## config.mk

```make
export PLATFORM = sky130hd
export DESIGN_NAME = regfile_param_nrd
export DESIGN_NICKNAME = d
export VERILOG_FILES = /design/src/rtl/regfile_param_nrd.sv
export SDC_FILE = /design/constraint.sdc
export NUM_CORES = 1
export LEC_CHECK = 0
export BUFFER_PORTS_ARGS = -buffer_cell sky130_fd_sc_hd__buf_2
export CORE_MARGIN = 2
export CORE_UTILIZATION = 60
export DETAILED_ROUTE_END_ITERATION = 8
export PLACE_DENSITY = 0.77
export SLEW_MARGIN = 20
export SYNTH_ARGS = -nofsm -noshare
export SYNTH_HDL_FRONTEND = slang
export SYNTH_SLANG_ARGS = --single-unit
export TNS_END_PERCENT = 20
```

## constraint.sdc

```tcl
create_clock -name i_clk -period 8.4 [get_ports i_clk]
set_input_delay 0.42 -clock i_clk [delete_from_list [all_inputs] [get_ports i_clk]]
set_output_delay 0.42 -clock i_clk [all_outputs]
set_load 0.1 [all_outputs]
```

## src/rtl/regfile_param_nrd.sv

```systemverilog
// rtl/regfile_param_nrd.sv - register file, one write port, N_RD registered read ports, clear sequencer
// Optional same-cycle write-to-read forwarding: define REGFILE_WR_BYPASS_EN.
module regfile_param_nrd #(
  parameter int DATA_W   = 32,
  parameter int ADDR_W   = 5,
  parameter int N_RD     = 2,
  parameter int ZERO_REG = 1
) (
  input  logic                     i_clk,
  input  logic                     i_rst_n,
  input  logic                     i_clear,
  output logic                     o_busy,
  input  logic                     i_wrEn,
  input  logic [ADDR_W-1:0]        i_wrAdd,
  input  logic [DATA_W-1:0]        i_wrData,
  input  logic [N_RD-1:0]          i_rdEn,
  input  logic [N_RD*ADDR_W-1:0]   i_rdAdd,
  output logic [N_RD*DATA_W-1:0]   o_rdData,
  output logic [N_RD-1:0]          o_rdValid
);

  localparam int DEPTH = 1 << ADDR_W;

  typedef enum logic {CLEAR, READY} state_t;

  state_t              state;
  logic [ADDR_W-1:0]   clrPtr;
  logic [DATA_W-1:0]   mem [DEPTH];
  logic                wrZero;
  logic                wrHit;
  logic [ADDR_W-1:0]   rdAddr [N_RD];
  logic [DATA_W-1:0]   rdWord [N_RD];

  // A write only lands in READY, when no clear is starting and it does not target a hardwired zero.
  always_comb begin
    wrZero = (ZERO_REG != 0) && (i_wrAdd == '0);
    wrHit  = (state == READY) && i_wrEn && !i_clear && !wrZero;
  end

  always_comb begin
    for (int k = 0; k < N_RD; k++) begin
      rdAddr[k] = i_rdAdd[k*ADDR_W +: ADDR_W];
      if ((ZERO_REG != 0) && (rdAddr[k] == '0)) begin
        rdWord[k] = '0;
`ifdef REGFILE_WR_BYPASS_EN
      end else if (wrHit && (rdAddr[k] == i_wrAdd)) begin
        rdWord[k] = i_wrData;
`endif
      end else begin
        rdWord[k] = mem[rdAddr[k]];
      end
    end
  end

  always_ff @(posedge i_clk) begin
    if (!i_rst_n) begin
      state  <= CLEAR;
      clrPtr <= '0;
      o_busy <= 1'b1;
    end else begin
      case (state)
        CLEAR: begin
          if (clrPtr == ADDR_W'(DEPTH - 1)) begin
            state  <= READY;
            clrPtr <= '0;
            o_busy <= 1'b0;
          end else begin
            clrPtr <= clrPtr + ADDR_W'(1);
          end
        end
        READY: begin
          if (i_clear) begin
            state  <= CLEAR;
            clrPtr <= '0;
            o_busy <= 1'b1;
          end
        end
        default: begin
          state  <= CLEAR;
          clrPtr <= '0;
          o_busy <= 1'b1;
        end
      endcase
    end
  end

  // Storage has no reset of its own; the sweep that follows every reset zeroes it.
  always_ff @(posedge i_clk) begin
    if (i_rst_n) begin
      if (state == CLEAR) begin
        mem[clrPtr] <= '0;
      end else if (wrHit) begin
        mem[i_wrAdd] <= i_wrData;
      end
    end
  end

  always_ff @(posedge i_clk) begin
    if (!i_rst_n) begin
      o_rdData  <= '0;
      o_rdValid <= '0;
    end else begin
      for (int k = 0; k < N_RD; k++) begin
        if (!i_rdEn[k]) begin
          o_rdValid[k] <= 1'b0;
        end else if (state == CLEAR) begin
          o_rdValid[k]                 <= 1'b0;
          o_rdData[k*DATA_W +: DATA_W] <= '0;
        end else begin
          o_rdValid[k]                 <= 1'b1;
          o_rdData[k*DATA_W +: DATA_W] <= rdWord[k];
        end
      end
    end
  end

endmodule

```

==> run metrics <==
status finished clean; fin worst setup slack 4.21 ns; Async SR Flop Fraction 0%; number of placed I/O pins 120; post-cts repair resize count 0; Iter 0 DRT Violations 4279; crit-path cells and4b_1 -> o31a_2 -> buf_4 -> o21ai_1 -> nor2_4 -> buf_4; growth of design area from synthesis to finish 10.8%; worst slack at placement 3.91 ns; met2 track demand over resource in global routing 52.1%; per-cell routed wire length 36.3 um; Detailed Routing Iterations Pass 1 5; maximum vdd drop 0.000205 V; Startpoint Class register; via count 30600; synth top area cells edfxtp_1 (61%), mux4_2 (19%), mux2i_1 (4.5%), dfxtp_1 (2.9%), nor2_1 (1.3%); Unique masters post-synth 56; Post-Route WL 148000 um; arrival time worst endpoint 4.50 ns; die footprint 86500 um2; wire length of the first global-routing pass 213000 um; type of destination of the critical path register; number of CTS-inserted buffers 110; Final Critical Period 4.19 ns; highest achievable clock rate 238 MHz; worst hold path type in2reg; average footprint of a synthesized cell 18.0 um2; top cell type's share of synthesized area 60.9%; max-capacitance violation count 0; Core Area 83600 um2; critical setup path kind reg2reg; gate count of the mapped netlist 2810; via count of the first global-routing pass 31200; RSZ-0062 raised after global routing no; clock slew at the register clock pins of the worst setup and hold paths 0.06 ns; fraction of the cycle the final worst path needs 49.9%; actual transition at the worst max-transition pin 1.17 ns; netlist area before placement 50500 um2; maximum cell stage delay along the critical path 0.82 ns; CP Max Fanout 41; area taken by flip-flops and latches 32200 um2; number of placement rows 106; placed wire-length estimate after detailed placement 82100 um; number of buffers added on ports 119; count of endpoints failing setup in the final report 0; flip-flop cell with the highest count after synthesis edfxtp_1; Hold Buf Count CTS 0; setup TNS 0 ns; drc violations 0; number of enable-type register cells in the synthesized netlist 1024; overall overflow remaining after global route 0; CTS H-Tree Depth 3; clk_lat worst skew 0.69 ns; final setup skew 0.0287 ns; synthesis-stage register bit count 1097; number of nets with antenna violations after routing 0; cell with the largest stage delay on the worst path dfxtp_1; count of filler cells inserted in the layout 5356; data required time of the worst path 8.70 ns; area occupied by multi-input gates 17500 um2; Bufs on Longest Clock Path 3; met3 demand-to-capacity share in global routing 10.2%; clk root buf clkbuf_16; Horiz. Die Dim 294 um; Slew headroom 21.8%; clock tree sinks 1097; biggest area consumer among synthesized cells edfxtp_1; RePlAce Congestion 0.878; most frequent CP cell buf_4; Syn Nets 2865; Die Y 294 um; setup repair bufs after CTS 0; number of hold violations in the final report 0; GR Layer Usage met1 47.3%; starting density of the core 60.4%; clock tree from TritonCTS built; final-stage net count 2951; final-report max-slew violation count 0; sequential share of the synthesized area 63.8%; largest net degree at the start of global routing 124; layer with the highest usage met2; share of post-route cells with drive strength above 1 31.0%; number of antenna violations at the first check in global routing 4; Leakage Power 20.3 nW; Global Route Usage Sum 34.7%; Power Density 203 nW/um2; Vias/cell 7.51; number of warnings printed during yosys synthesis 0
## registers in the layout, summed over array words and instances, names as in the netlist
| name | flops |
|---|---|
| mem | 1024 |
| o_rdData | 64 |
| clrPtr | 5 |
| o_rdValid | 2 |
| o_busy | 1 |
| state | 1 |
## per-layer routing
layer	share of wire, %	up-vias
li1	-	11900
met1	35	15600
met2	46	2568
met3	14	438
met4	5.2	6
met5	0.025	-
## layout by cell type (no fill, tap or decap), drive strengths merged, types with 31 or more instances in the layout
cell type	n
buf	192
edfxtp	1024
mux2i	229
mux2	59
dfxtp	73
o211ai	68
mux4	421
nand2	76
a21oi	37
nor2	182
o21ai	90
nor2b	44
a22o	32
and2	38
clkinv	31
clkbuf	156
## worst max-delay path, delay by kind of cell (launching register included)
family / cells / cell delay (ns)
AND/OR/NAND/NOR: 2 / 1.17
buffers and inverters: 2 / 1.14
flip-flops: 1 / 0.82
AO/OA/AOI/OAI: 2 / 0.66
## logic make-up (layout without fill, tap and decap cells)
family / Yosys count / after routing / share of synthesized area (%)
DFF: 1097 / 1097 / 63.8
and+or+nand+nor: 409 / 409 / 3.89
buffers and inverters: 227 / 409 / 2.33
xor gates and xnor gates: 2 / 2 / 0.0347
adders and majority gates: 2 / 2 / 0.0495
AOI/OAI and AO/OA: 364 / 364 / 5.28
muxes: 709 / 709 / 24.6
other: 0 / 1 / 0
## synth_stat cells (8+ instances only)
| cell type | number |
|---|---|
| edfxtp_1 | 1024 |
| o21ai_0 | 80 |
| and2_1 | 38 |
| a22oi_1 | 27 |
| buf_4 | 34 |
| nor4_1 | 15 |
| inv_1 | 8 |
| dfxtp_1 | 73 |
| nand2_1 | 76 |
| nor3_1 | 15 |
| o211ai_1 | 43 |
| a311oi_1 | 25 |
| mux4_2 | 421 |
| a31oi_1 | 9 |
| mux2i_1 | 229 |
| buf_6 | 12 |
| a2111oi_0 | 27 |
| buf_2 | 81 |
| o21ai_1 | 10 |
| nor2_1 | 181 |
| buf_1 | 15 |
| nor4b_1 | 19 |
| a211oi_1 | 30 |
| clkbuf_1 | 73 |
| o211ai_2 | 25 |
| a22o_1 | 32 |
| mux2_2 | 59 |
| nor2b_1 | 44 |
| a21oi_1 | 37 |
## stage by stage
stage               area, um2  util, %  std cells  total power, mW  hold slack (ns)
CTS                     55900     66.9       4070             11.4           0.0353
global placement        52300     62.6       3860             6.59            0.474
floorplan               50500        -       2810             6.42            0.613
finish                  56000     67.0       4073             11.3           0.0703
detailed placement      52400     62.7       3862             6.60            0.484
global route            56000     67.0       4072             11.6           0.0711
## where the power goes
group	internal [mW]	switching, mW
Combinational	0.207	0.366
Clock	2.76	2.07
Sequential	5.91	0.0149
Total	8.88	2.45
## worst paths after layout
path | from | endpoint | slack (ns) | cells after the start
worst min-delay path | i_clear | state | 0.07 | 2
worst max-delay path | state | mem[0][14] | 4.21 | 6
worst max register to register | state | mem[0][14] | 4.21 | 6
worst min register to register | o_rdData[25] | o_rdData[25] | 0.50 | 2
## area by class of cell
| type | count | share of cell area (%) |
|---|---|---|
| flip-flops and latches | 1097 | 57.6 |
| clock inverters | 53 | 0.832 |
| clock buffers | 155 | 5.53 |
| well taps | 1080 | 2.41 |
| inverters | 8 | 0.0537 |
| multi-input cells | 1486 | 31.3 |
| repair buffers | 193 | 2.34 |
| diodes | 1 | 0.00447 |
No activity file was read; power rests on OpenSTA's default activity.
